File: src/rtl/cpu_ctrl_pkg.sv
// ---------------------------------------------------------------------------
// cpu_ctrl_pkg
//   Shared encodings for the 16-bit CPU control unit:
//     - FSM state encoding (state_t + S_* constants)
//     - opcode / opcode-extension constants
//     - ALU operation codes driven on alu_op
//     - pc_sel / wb_sel encodings
//     - branch condition codes (carried in the Rdest field)
//     - decode_t and decode_instr(), the pure decode of one instruction
//
//   Opcode map (instr[15:12]):
//     0000 R-type (ALU op in instr[7:4])   1000 LSH group
//     0001 ANDI   0011 ORI   1110 XORI      1001 SUBI  1010 SUBCI  1011 CMPI
//     0100 special (LOAD/STOR/JAL/Jcond)    1100 Bcond
//     0101 ADDI   0110 ADDUI 0111 ADDCI     1101 MOVI
//     1111 LUI    0010 unassigned (executes as NOP)
//   Immediate ALU opcodes reuse the R-type extension value of the same
//   operation, so alu_op is simply OpCode for immediates and ImmHi_OpExt for
//   R-type.
// ---------------------------------------------------------------------------
package cpu_ctrl_pkg;

  // FSM state encoding
  typedef logic [3:0] state_t;

  localparam logic [3:0] S_FETCH   = 4'd0;
  localparam logic [3:0] S_LATCH   = 4'd1;
  localparam logic [3:0] S_DECODE  = 4'd2;
  localparam logic [3:0] S_EXEC    = 4'd3;
  localparam logic [3:0] S_LD_ADDR = 4'd4;
  localparam logic [3:0] S_LD_WB   = 4'd5;
  localparam logic [3:0] S_ST      = 4'd6;
  localparam logic [3:0] S_BRANCH  = 4'd7;
  localparam logic [3:0] S_JAL     = 4'd8;
  localparam logic [3:0] S_NOP     = 4'd9;

  // Major opcodes (instr[15:12])
  localparam logic [3:0] OP_RTYPE   = 4'b0000;
  localparam logic [3:0] OP_ANDI    = 4'b0001;
  localparam logic [3:0] OP_ORI     = 4'b0011;
  localparam logic [3:0] OP_SPECIAL = 4'b0100;
  localparam logic [3:0] OP_ADDI    = 4'b0101;
  localparam logic [3:0] OP_ADDUI   = 4'b0110;
  localparam logic [3:0] OP_ADDCI   = 4'b0111;
  localparam logic [3:0] OP_LSH     = 4'b1000;
  localparam logic [3:0] OP_SUBI    = 4'b1001;
  localparam logic [3:0] OP_SUBCI   = 4'b1010;
  localparam logic [3:0] OP_CMPI    = 4'b1011;
  localparam logic [3:0] OP_BCOND   = 4'b1100;
  localparam logic [3:0] OP_MOVI    = 4'b1101;
  localparam logic [3:0] OP_XORI    = 4'b1110;
  localparam logic [3:0] OP_LUI     = 4'b1111;

  // Extensions (instr[7:4]) inside the special group
  localparam logic [3:0] EXT_LOAD  = 4'b0000;
  localparam logic [3:0] EXT_STOR  = 4'b0100;
  localparam logic [3:0] EXT_JAL   = 4'b1000;
  localparam logic [3:0] EXT_JCOND = 4'b1100;
  // Extension inside the LSH group selecting the register shift amount
  localparam logic [3:0] EXT_LSH_REG = 4'b0100;

  // ALU operation codes presented on alu_op
  localparam logic [3:0] ALU_NONE = 4'b0000;
  localparam logic [3:0] ALU_AND  = 4'b0001;
  localparam logic [3:0] ALU_OR   = 4'b0011;
  localparam logic [3:0] ALU_ADD  = 4'b0101;
  localparam logic [3:0] ALU_ADDU = 4'b0110;
  localparam logic [3:0] ALU_ADDC = 4'b0111;
  localparam logic [3:0] ALU_LSH  = 4'b1000;
  localparam logic [3:0] ALU_SUB  = 4'b1001;
  localparam logic [3:0] ALU_SUBC = 4'b1010;
  localparam logic [3:0] ALU_CMP  = 4'b1011;
  localparam logic [3:0] ALU_MOV  = 4'b1101;
  localparam logic [3:0] ALU_XOR  = 4'b1110;

  // PC next-value select
  localparam logic [1:0] PC_SEL_INC  = 2'b00;  // PC + 1
  localparam logic [1:0] PC_SEL_DISP = 2'b01;  // PC + sext(disp)
  localparam logic [1:0] PC_SEL_REG  = 2'b10;  // reg Rsrc

  // Register file write-back select
  localparam logic [1:0] WB_SEL_ALU  = 2'b00;
  localparam logic [1:0] WB_SEL_MEM  = 2'b01;
  localparam logic [1:0] WB_SEL_LINK = 2'b10;  // PC + 1
  localparam logic [1:0] WB_SEL_LUI  = 2'b11;  // {imm8, 8'h00}

  // Condition codes (Rdest field of Bcond/Jcond)
  localparam logic [3:0] CC_EQ = 4'b0000;
  localparam logic [3:0] CC_NE = 4'b0001;
  localparam logic [3:0] CC_CS = 4'b0010;
  localparam logic [3:0] CC_CC = 4'b0011;
  localparam logic [3:0] CC_HI = 4'b0100;
  localparam logic [3:0] CC_LS = 4'b0101;
  localparam logic [3:0] CC_GT = 4'b0110;
  localparam logic [3:0] CC_LE = 4'b0111;
  localparam logic [3:0] CC_FS = 4'b1000;
  localparam logic [3:0] CC_FC = 4'b1001;
  localparam logic [3:0] CC_LO = 4'b1010;
  localparam logic [3:0] CC_HS = 4'b1011;
  localparam logic [3:0] CC_LT = 4'b1100;
  localparam logic [3:0] CC_GE = 4'b1101;
  localparam logic [3:0] CC_UC = 4'b1110;
  localparam logic [3:0] CC_NV = 4'b1111;

  // Instruction class chosen in DECODE; drives the dispatch
  typedef enum logic [2:0] {
    CLS_NOP   = 3'd0,
    CLS_ALU   = 3'd1,
    CLS_LUI   = 3'd2,
    CLS_LOAD  = 3'd3,
    CLS_STOR  = 3'd4,
    CLS_BCOND = 3'd5,
    CLS_JCOND = 3'd6,
    CLS_JAL   = 3'd7
  } instr_class_e;

  typedef struct packed {
    instr_class_e cls;
    logic [3:0]   alu_op;
    logic         alu_b_sel;  // 1: immediate operand
    logic         imm_sext;   // 1: sign-extend imm8
    logic         wr_rdest;   // ALU result written back
    logic         upd_psr;    // ALU flags captured
  } decode_t;

  // Operation codes the ALU implements through the generic R/I path
  function automatic logic is_alu_code(input logic [3:0] code);
    logic hit;
    case (code)
      ALU_AND, ALU_OR, ALU_XOR, ALU_ADD, ALU_ADDU, ALU_ADDC,
      ALU_SUB, ALU_SUBC, ALU_CMP, ALU_MOV: hit = 1'b1;
      default:                             hit = 1'b0;
    endcase
    return hit;
  endfunction

  // Logical immediates take a zero-extended imm8
  function automatic logic is_logic_code(input logic [3:0] code);
    return (code == ALU_AND) || (code == ALU_OR) || (code == ALU_XOR);
  endfunction

  // Arithmetic ops whose carry/flag results land in the PSR
  function automatic logic sets_flags(input logic [3:0] code);
    return (code == ALU_ADD) || (code == ALU_ADDC) || (code == ALU_SUB) ||
           (code == ALU_SUBC) || (code == ALU_CMP);
  endfunction

  function automatic decode_t decode_instr(input logic [3:0] op,
                                           input logic [3:0] ext);
    decode_t d;
    d     = '0;
    d.cls = CLS_NOP;
    case (op)
      OP_RTYPE: begin
        if (is_alu_code(ext)) begin
          d.cls    = CLS_ALU;
          d.alu_op = ext;
        end
      end
      OP_SPECIAL: begin
        case (ext)
          EXT_LOAD:  d.cls = CLS_LOAD;
          EXT_STOR:  d.cls = CLS_STOR;
          EXT_JAL:   d.cls = CLS_JAL;
          EXT_JCOND: d.cls = CLS_JCOND;
          default:   d.cls = CLS_NOP;
        endcase
      end
      OP_LSH: begin
        if (ext == EXT_LSH_REG) begin
          d.cls    = CLS_ALU;
          d.alu_op = ALU_LSH;
        end else if (ext[3:1] == 3'b000) begin
          // ext[0] is the sign bit of the 5-bit shift amount
          d.cls       = CLS_ALU;
          d.alu_op    = ALU_LSH;
          d.alu_b_sel = 1'b1;
          d.imm_sext  = 1'b1;
        end
      end
      OP_BCOND: d.cls = CLS_BCOND;
      OP_LUI:   d.cls = CLS_LUI;
      default: begin
        if (is_alu_code(op)) begin
          d.cls       = CLS_ALU;
          d.alu_op    = op;
          d.alu_b_sel = 1'b1;
          d.imm_sext  = !is_logic_code(op);
        end
      end
    endcase
    if (d.cls == CLS_ALU) begin
      d.wr_rdest = (d.alu_op != ALU_CMP);
      d.upd_psr  = sets_flags(d.alu_op);
    end
    return d;
  endfunction

endpackage

File: src/rtl/cpu_control_fsm_cond_eval.sv
// ---------------------------------------------------------------------------
// cond_eval
//   Combinational branch-condition evaluator.
//   Ports:
//     cond [3:0] : condition code (Rdest field of Bcond/Jcond)
//     psr  [4:0] : processor flags {C, L, F, Z, N}
//     take       : 1 when the condition holds
// ---------------------------------------------------------------------------
module cond_eval
  import cpu_ctrl_pkg::*;
(
  input  logic [3:0] cond,
  input  logic [4:0] psr,
  output logic       take
);

  logic flag_c;
  logic flag_l;
  logic flag_f;
  logic flag_z;
  logic flag_n;

  assign {flag_c, flag_l, flag_f, flag_z, flag_n} = psr;

  always_comb begin
    take = 1'b0;
    case (cond)
      CC_EQ:   take = flag_z;
      CC_NE:   take = !flag_z;
      CC_CS:   take = flag_c;
      CC_CC:   take = !flag_c;
      CC_HI:   take = flag_l;
      CC_LS:   take = !flag_l;
      CC_GT:   take = flag_n;
      CC_LE:   take = !flag_n;
      CC_FS:   take = flag_f;
      CC_FC:   take = !flag_f;
      CC_LO:   take = !flag_l && !flag_z;
      CC_HS:   take = flag_l || flag_z;
      CC_LT:   take = !flag_n && !flag_z;
      CC_GE:   take = flag_n || flag_z;
      CC_UC:   take = 1'b1;
      CC_NV:   take = 1'b0;
      default: take = 1'b0;
    endcase
  end

endmodule

File: src/rtl/cpu_control_fsm.sv
// ---------------------------------------------------------------------------
// cpu_control_fsm
//   Multi-cycle Moore control unit for the 16-bit CPU. One instruction per
//   pass: FETCH -> LATCH -> DECODE -> execute state(s) -> FETCH.
//   All outputs are combinational from the state register, the instruction
//   fields held in the datapath's instr register, and the PSR.
//
//   Ports:
//     clk          : system clock, rising edge
//     reset_n      : asynchronous active-low reset (forces FETCH)
//     OpCode       : instr[15:12]
//     Rdest        : instr[11:8], condition code for Bcond/Jcond
//     ImmHi_OpExt  : instr[7:4]
//     ImmLo_Rsrc   : instr[3:0]
//     psr          : flags {C, L, F, Z, N}
//     instr_en     : latch mem_rd_data into instr register
//     pc_en        : load PC
//     pc_sel       : 00 PC+1, 01 PC+sext(disp), 10 reg Rsrc
//     mem_addr_sel : 0 PC, 1 reg Rsrc
//     mem_wr_en    : memory write strobe
//     reg_wr_en    : register file write to Rdest
//     wb_sel       : 00 ALU, 01 mem_rd_data, 10 PC+1, 11 {imm8,8'h00}
//     alu_b_sel    : 0 reg Rsrc, 1 immediate
//     imm_sext     : 1 sign-extend imm8, 0 zero-extend
//     alu_op       : ALU operation (cpu_ctrl_pkg ALU_*)
//     psr_en       : capture ALU flags into PSR
// ---------------------------------------------------------------------------
module cpu_control_fsm
  import cpu_ctrl_pkg::*;
#(
  parameter int PC_DISP_W = 8
)
(
  input  logic       clk,
  input  logic       reset_n,
  input  logic [3:0] OpCode,
  input  logic [3:0] Rdest,
  input  logic [3:0] ImmHi_OpExt,
  input  logic [3:0] ImmLo_Rsrc,
  input  logic [4:0] psr,
  output logic       instr_en,
  output logic       pc_en,
  output logic [1:0] pc_sel,
  output logic       mem_addr_sel,
  output logic       mem_wr_en,
  output logic       reg_wr_en,
  output logic [1:0] wb_sel,
  output logic       alu_b_sel,
  output logic       imm_sext,
  output logic [3:0] alu_op,
  output logic       psr_en
);

  state_t  state_reg;
  state_t  state_next;
  decode_t dec;
  logic    cond_take;

  // The branch displacement {ImmHi_OpExt, ImmLo_Rsrc} is sign-extended and
  // added by the datapath; control only needs to know which PC source to
  // pick. The sink below ties the field width to PC_DISP_W.
  logic [PC_DISP_W-1:0] unused_branch_disp;
  assign unused_branch_disp = {ImmHi_OpExt, ImmLo_Rsrc};

  // Decode is purely a function of the held fields, so it is equally valid
  // in DECODE and in every execute state that follows.
  always_comb begin
    dec = decode_instr(OpCode, ImmHi_OpExt);
  end

  // psr only matters in BRANCH; a flag write in EXEC lands on the edge that
  // leaves EXEC, so the following instruction's BRANCH sees it.
  cond_eval u_cond_eval (
    .cond (Rdest),
    .psr  (psr),
    .take (cond_take)
  );

  always_ff @(posedge clk or negedge reset_n) begin
    if (!reset_n) begin
      state_reg <= S_FETCH;
    end else begin
      state_reg <= state_next;
    end
  end

  always_comb begin
    state_next = S_FETCH;
    case (state_reg)
      S_FETCH:  state_next = S_LATCH;
      S_LATCH:  state_next = S_DECODE;
      S_DECODE: begin
        case (dec.cls)
          CLS_ALU:   state_next = S_EXEC;
          CLS_LUI:   state_next = S_EXEC;
          CLS_LOAD:  state_next = S_LD_ADDR;
          CLS_STOR:  state_next = S_ST;
          CLS_BCOND: state_next = S_BRANCH;
          CLS_JCOND: state_next = S_BRANCH;
          CLS_JAL:   state_next = S_JAL;
          CLS_NOP:   state_next = S_NOP;
          default:   state_next = S_NOP;
        endcase
      end
      S_LD_ADDR: state_next = S_LD_WB;
      // Every terminal state returns to FETCH; listed for readability.
      S_EXEC, S_LD_WB, S_ST, S_BRANCH, S_JAL, S_NOP: state_next = S_FETCH;
      default:   state_next = S_FETCH;
    endcase
  end

  always_comb begin
    instr_en     = 1'b0;
    pc_en        = 1'b0;
    pc_sel       = PC_SEL_INC;
    mem_addr_sel = 1'b0;
    mem_wr_en    = 1'b0;
    reg_wr_en    = 1'b0;
    wb_sel       = WB_SEL_ALU;
    alu_b_sel    = 1'b0;
    imm_sext     = 1'b0;
    alu_op       = ALU_NONE;
    psr_en       = 1'b0;

    case (state_reg)
      // FETCH presents PC as the address; the synchronous memory returns
      // the word one cycle later, which LATCH captures.
      S_FETCH: mem_addr_sel = 1'b0;
      S_LATCH: instr_en = 1'b1;
      S_DECODE: begin
      end
      S_EXEC: begin
        pc_en  = 1'b1;
        pc_sel = PC_SEL_INC;
        if (dec.cls == CLS_LUI) begin
          wb_sel    = WB_SEL_LUI;
          reg_wr_en = 1'b1;
        end else begin
          wb_sel    = WB_SEL_ALU;
          alu_op    = dec.alu_op;
          alu_b_sel = dec.alu_b_sel;
          imm_sext  = dec.imm_sext;
          reg_wr_en = dec.wr_rdest;
          psr_en    = dec.upd_psr;
        end
      end
      S_LD_ADDR: mem_addr_sel = 1'b1;
      S_LD_WB: begin
        wb_sel    = WB_SEL_MEM;
        reg_wr_en = 1'b1;
        pc_en     = 1'b1;
        pc_sel    = PC_SEL_INC;
      end
      // Single-cycle state, so the write strobe cannot stretch; an async
      // reset drops it in the same cycle.
      S_ST: begin
        mem_addr_sel = 1'b1;
        mem_wr_en    = 1'b1;
        pc_en        = 1'b1;
        pc_sel       = PC_SEL_INC;
      end
      S_BRANCH: begin
        pc_en = 1'b1;
        if (cond_take) begin
          pc_sel = (dec.cls == CLS_BCOND) ? PC_SEL_DISP : PC_SEL_REG;
        end else begin
          pc_sel = PC_SEL_INC;
        end
      end
      // Link write and jump share one edge: the PC reads reg Rsrc before
      // the register file commits PC+1, even when Rdest == Rsrc.
      S_JAL: begin
        wb_sel    = WB_SEL_LINK;
        reg_wr_en = 1'b1;
        pc_en     = 1'b1;
        pc_sel    = PC_SEL_REG;
      end
      S_NOP: begin
        pc_en  = 1'b1;
        pc_sel = PC_SEL_INC;
      end
      default: begin
      end
    endcase
  end

endmodule
File: config.mk
export PLATFORM = sky130hd
export DESIGN_NAME = cpu_control_fsm
export DESIGN_NICKNAME = d
export VERILOG_FILES = /design/src/rtl/cpu_ctrl_pkg.sv /design/src/rtl/cpu_control_fsm_cond_eval.sv /design/src/rtl/cpu_control_fsm.sv
export SDC_FILE = /design/constraint.sdc
export NUM_CORES = 1
export LEC_CHECK = 0
export ABC_AREA = 1
export CELL_PAD_IN_SITES_DETAIL_PLACEMENT = 1
export CELL_PAD_IN_SITES_GLOBAL_PLACEMENT = 1
export CORE_ASPECT_RATIO = 1.25
export CORE_UTILIZATION = 34
export CTS_BUF_LIST = sky130_fd_sc_hd__clkbuf_4
export DETAILED_ROUTE_END_ITERATION = 10
export GPL_TIMING_DRIVEN = 0
export PLACE_DENSITY_LB_ADDON = 0.1
export SETUP_SLACK_MARGIN = 0.4
export SYNTH_ARGS = -nofsm -noshare
export SYNTH_HDL_FRONTEND = slang
export SYNTH_SLANG_ARGS = --single-unit
File: constraint.sdc
create_clock -name clk -period 11.2 [get_ports clk]
set_clock_uncertainty 0.15 [all_clocks]
set_input_delay 3.36 -clock clk [delete_from_list [all_inputs] [get_ports clk]]
set_output_delay 3.36 -clock clk [all_outputs]
set_load 0.02 [all_outputs]
# --- Yosys cells after proc, flatten, opt, wreduce, memory -nomap -nowiden ---
# Memory sizes are Yosys's and may differ from the RTL's.
# Index checks and enable logic that the tools add are counted.
# W data, S select, Z words.
word_totals:
  register_bits: 4
  latchBits: 0
  mem_bits_rw: 0
  romBits: 64
  inputBits: 23
  out_inout_bits: 16
  mem_count: 3
mem_list:
  columns: ["memory", "depth", "word_bits", "rd", "rd_clocked_by_memory_dff", "write_ports", "line_no", "rtl"]
  rows:
  - ["(no name shown)", 8, 4, 1, 0, 0, "cpu_control_fsm.sv:93", "case (dec.cls)"]
  - ["(no name shown)", 16, 1, 1, 0, 0, "cpu_ctrl_pkg.sv:129", "case (code)"]
  - ["(no name shown)", 16, 1, 1, 0, 0, "cpu_ctrl_pkg.sv:129", null]
op_classes:
  addsub: 0
  mul: 0
  n_div: 0
  order_cmp: 0
  n_eq_ne: 43
  shift: 0
  muxes: 33
  n_bitwise: 0
  n_reduce_logical: 27
op_table:
  columns: ["op", "count"]
  rows:
  - ["$eq A4 B4 Y1 const B", 19]
  - ["$eq A4 B3 Y1 const B", 12]
  - ["$eq A4 B2 Y1 const B", 5]
  - ["$logic_not A4 Y1", 4]
  - ["$pmux W1 S16", 1]
  - ["$pmux W4 S4", 1]
  - ["$pmux W3 S5", 1]
  - ["$mux W7", 2]
  - ["$mux W1", 13]
  - ["$eq A4 B1 Y1 const B", 3]
  - ["$pmux W3 S4", 1]
  - ["$pmux W4 S3", 1]
  - ["$mux W2", 5]
  - ["$mux W5", 2]
  - ["$logic_or A1 B1 Y1", 8]
  - ["$mux W4", 2]
  - ["$pmux W2 S2", 2]
  - ["$logic_not A1 Y1", 6]
  - ["$pmux W2 S3", 1]
  - ["$reduce_or A6 Y1", 1]
  - ["$reduce_or A5 Y1", 1]
  - ["$ne A4 B4 Y1 const B", 1]
  - ["$reduce_or A2 Y1", 2]
  - ["$reduce_or A4 Y1", 1]
  - ["7 further kinds", 8]

# --- Longest topological paths before layout ---
logic_depth:
  depth_word: 14
  mapped_depth: 17

# --- Hierarchy ---
# Synthesis repeated with hierarchy kept, for this count alone.
unflattened:
  cells_unflattened: 210
  area_unflattened_um2: 1166.1
by_module_without_submodules:
  columns: ["mod", "instances", "cells_per_inst", "area_each_um2", "seq_area_each_um2"]
  rows:
  - ["cpu_control_fsm", 1, 158, 945.9, 100.1]
  - ["cond_eval", 1, 52, 220.2, 0.0]

# --- Worst setup path after synthesis ---
# OpenSTA, ideal clock, no wires.
synth_path:
  kind: "in2out"
  start: "input port ImmHi_OpExt[0]"
  end: "output port psr_en"
  t_arrival_ns: 5.104
  t_required_ns: 7.690
  slack_ns: 2.586
  path_stages: 16
  path_buffers: 0
  path_cell_list: "inv_1 -> ha_1 -> nand2_1 -> nor2_1 -> nor2_2 -> nand2_1 -> inv_2 -> nand2_1 -> nand3_1 -> nand2_1 -> ha_1 -> nand2_4 -> nand2_8 -> nor2_2 -> nor2_2 -> nor2_2"
synth_via:
  elab_chain_len: 12
  word_cells_on_any_way: 25
synth_lines:
  columns: ["element", "line_no", "rtl"]
  rows:
  - ["start, declared", "cpu_control_fsm.sv:38", "input logic [3:0] ImmHi_OpExt,"]
  - ["$mem_v2 Z16 W1", null, null]
  - ["$mux W1", "cpu_ctrl_pkg.sv:153", "case (op)"]
  - ["$mux W5", "cpu_ctrl_pkg.sv:155", "if (is_alu_code(ext)) begin"]
  - ["$pmux W4 S3", "cpu_ctrl_pkg.sv:153", null]
  - ["$eq A4 B3 Y1", "cpu_ctrl_pkg.sv:144", "return (code == ALU_ADD) || (code == ALU_ADDC) || (code == ALU_SUB) ||"]
  - ["$logic_or A1 B1 Y1 (3 in a row)", "cpu_ctrl_pkg.sv:144", null]
  - ["$logic_or A1 B1 Y1", "cpu_ctrl_pkg.sv:145", "(code == ALU_SUBC) || (code == ALU_CMP);"]
  - ["$mux W2", "cpu_ctrl_pkg.sv:192", "if (d.cls == CLS_ALU) begin"]
  - ["$mux W1 *", "cpu_control_fsm.sv:135", "if (dec.cls == CLS_LUI) begin"]
  - ["$mux W1 *", "cpu_control_fsm.sv:125", "case (state_reg)"]
  - ["end, declared", "cpu_control_fsm.sv:51", "output logic psr_en"]
# Every way passes the cells marked *; elsewhere a longest branch is shown, timed or not. The select of a mux whose other input is x is not followed.

# --- Worst setup path after layout ---
layout_path:
  start: "input port OpCode[0]"
  end: "output port reg_wr_en"
layout_via:
  elab_chain_len: 8
  word_cells_on_any_way: 17
layout_lines:
  columns: ["element", "line_no", "rtl"]
  rows:
  - ["start, declared", "cpu_control_fsm.sv:36", "input logic [3:0] OpCode,"]
  - ["$mem_v2 Z16 W1", null, null]
  - ["$mux W1", "cpu_ctrl_pkg.sv:153", null]
  - ["$mux W7", "cpu_ctrl_pkg.sv:184", "if (is_alu_code(op)) begin"]
  - ["$pmux W3 S5 / $pmux W4 S3 (equally long branches)", "cpu_ctrl_pkg.sv:153", null]
  - ["$eq A3 B1 Y1 / $ne A4 B4 Y1 (equally long branches)", "cpu_ctrl_pkg.sv:192, cpu_ctrl_pkg.sv:193", null]
  - ["$mux W2", "cpu_ctrl_pkg.sv:192", null]
  - ["$mux W1 *", "cpu_control_fsm.sv:135", null]
  - ["$pmux W1 S2 *", "cpu_control_fsm.sv:125", null]
  - ["end, declared", "cpu_control_fsm.sv:46", "output logic reg_wr_en,"]
# Marked as above.

==> key figures <==
Worst setup path
  • R2R Path Start: state_reg[3]
  • Critical Path Sink Type: output pin
  • Reg-to-reg endpoint: state_reg[2]
  • Crit Path Max Fanout: 4
  • Startpoint Class: input pin
  • CP Class: input pin to output pin
  • Critical Path RT: 7.69 ns
  • Arr. time, crit path: ~6.3 ns
  • FF-to-FF path depth: 5
  • Flop-to-flop setup slack: 9.60 ns

Timing
  • Setup TNS: 0 ns
  • F_max: 102 MHz
  • Finish-stage setup viols: 0
  • Pins Over Slew Limit: 0
  • Slew @ Worst Pin: 0.315 ns
  • Period utilization: 87.7%
  • Min cycle time layout: 9.82 ns
  • Final Hold Viols: 0
  • Unrepaired setup endpoints after global routing: false
  • Hold_ws: around 0.4 ns
  • Max-Slew Margin vs Limit: around 80%

Die
  • Initial core utilization: 35.6%
  • Cell Rows: 23
  • Die W: 53.9 µm
  • # IOs: 39
  • Die area: 0.00361 mm²
  • CORE AREA: 0.00322 mm²
  • Die Height: 66.9 µm

CTS
  • Clock-pin slew on the worst setup and hold paths: approximately 0.040 ns
  • CTS Buffer Depth: 2
  • Root buf cell: clkbuf_4
  • Num Clock Sinks: 4
  • Worst skew pair latency: 0.24 ns
  • CTS resizes: 0
  • Total CTS buffers: 3
  • Hold_buf cts: 0
  • CTS tree: done
  • Number of H-tree levels: 1
  • Post-CTS Repair Setup Buffers: 0

Drt
  • Via Count: 1345
  • Highest routed layer: met4
  • Met2 WL post-DR: ~1900 µm
  • Initial DRC count: 14
  • Wire length on met3: ~110 µm
  • Routed Antenna Nets: 0
  • DRC Markers: 0
  • WL/cell: 12.6 µm
  • Vias per cell: 5.06
  • WL met1: 1300 µm
  • Total wire length: around 3400 µm
  • Drt first pass iters: 3

Hold path
  • Hold depth: 1
  • Min-Delay Path Class: register to register
  • Hold wc startpoint: state_reg[3]
  • Hold Crit Endpoint: state_reg[0]

Synth
  • Synth unique cells: 27
  • Synth area leaders: nand2_1 13%, ha_1 11%, inv_1 10%
  • Synth Area per Inst: 5.94 µm²
  • Post-Syn Area: between 0.001 and 0.0015 mm²
  • Synth top area share: 13.1%
  • Post-Syn Instances: 193
  • Yosys top cell by area: nand2_1
  • Register area share after synthesis: around 8.7%
  • Synth warn: 0
  • FF+latch count, synth: 4
  • Post-Syn Nets: 226

Final layout
  • Storage element area: 100 µm²
  • Fill cell count: 452
  • Fin nets: between 200 and 300
  • Multi-input logic area: 863 µm²
  • Synth-to-Final Area Change: 34.8%
  • Share of layout cells above drive strength 1: ~16%
  • Post-route cell area: ~0.0015 mm²
  • N_diodes: 0
  • Largest register FFs: 4

Flow run
  • Max-cap violations: 0

Placed design
  • Final RePlAce weighted congestion: 0.826
  • # port buffers: 33
  • DP Area: 0.00152 mm²
  • Detailed Place HPWL: 2960 µm

Pwr
  • Static Leak: ~0.75 nW
  • Total Power: approximately 160 µW
  • Power Dens Cells: 105 mW/mm²
  • Worst IR Drop VDD: approximately 80 µV

Global route
  • Grt total ovfl: 0
  • Antenna violations before repair: 0
  • First-pass GRT wire length: 5660 µm
  • Gr usage total: 20.6%
  • Pin count of the biggest net entering global routing: 9
  • Vias in the first global route: 1400

Run status
  • Status: finished clean
## how the worst max path moves through the flow
| stage | start | cells after the start | endpoint | slack (ns) |
|---|---|---|---|---|
| floorplan | ImmHi_OpExt[0] | 16 | psr_en | 2.59 |
| global placement | OpCode[0] | 16 | reg_wr_en | 1.38 |
| detailed placement | OpCode[0] | 16 | reg_wr_en | 1.32 |
| CTS | OpCode[0] | 16 | reg_wr_en | 1.32 |
| global route | OpCode[0] | 16 | reg_wr_en | 1.10 |
| finish | OpCode[0] | 16 | reg_wr_en | 1.38 |
## report_power, final
part	internal (mW)	leakage, nW	switching (mW)
Sequential	0.0194	0.0520	0.00808
Combinational	0.0476	0.688	0.0682
Clock	0.0120	0.0138	0.00643
## critical path, stage by stage
cell	delay, ns
clkdlybuf4s50_1	0.53
inv_1	0.09
ha_1	0.26
nand3_1	0.15
nand2_1	0.10
nor2_2	0.20
nor2_1	0.06
inv_1	0.08
nand2_1	0.10
inv_1	0.13
ha_1	0.20
inv_1	0.05
nor2_1	0.17
nand2_1	0.09
a21oi_2	0.12
clkdlybuf4s50_1	0.61
## logic make-up after synthesis
kind of cell | synth area share, %
simple gates | 50.2
buf+inv | 15.9
compound gates | 13.4
fa+ha+maj | 10.9
flops | 8.73
xor+xnor | 0.764
## through the flow
step,util [%],setup WS (ns),instances
floorplan,-,2.59,193
global placement,47.2,1.38,263
detailed placement,47.2,1.32,263
CTS,47.9,1.32,266
global route,47.9,1.10,266
finish,47.9,1.38,266
## synthesized netlist by cell type (all sizes together)
master and number:
dfrtp 4, o22ai 4, nor2 37, bufinv 1, buf 1, inv 39, xor2 1, nand4 3
nor3 4, o211ai 4, a21oi 4, nand3 21, o21ai 11, and2 1, nand2 47, o2111ai 1
ha 10
## placed cells by master, fill, tap and decap left out, types with 3 or more instances in the layout
master	instances
nor2_2	6
inv_2	5
nor2_1	28
ha_1	10
nand3_2	5
clkdlybuf4s50_1	33
inv_4	3
o211ai_1	4
o22ai_1	4
nand3_1	16
nor3_1	4
a21oi_1	3
nor2_4	3
inv_1	31
nand2_2	3
nand2_4	3
dfrtp_1	4
clkbuf_4	3
nand2_1	40
o21ai_0	10
nand4_1	3
## layout make-up
class | count | share of cell area, %
multi-input cells | 148 | 55.9
repair buffers | 33 | 21.4
inverters | 40 | 11.1
flip-flops and latches | 4 | 6.48
well taps | 37 | 3.00
clock buffers | 3 | 1.46
plain buffers | 1 | 0.729
## per-layer routing
layer | vias up | track usage [%]
met1 | 631 | 20.3
met5 | - | 0
li1 | 682 | -
met3 | 4 | 1.14
met4 | 0 | 5.59
met2 | 28 | 42.9
(Power assumes the default switching activity.)
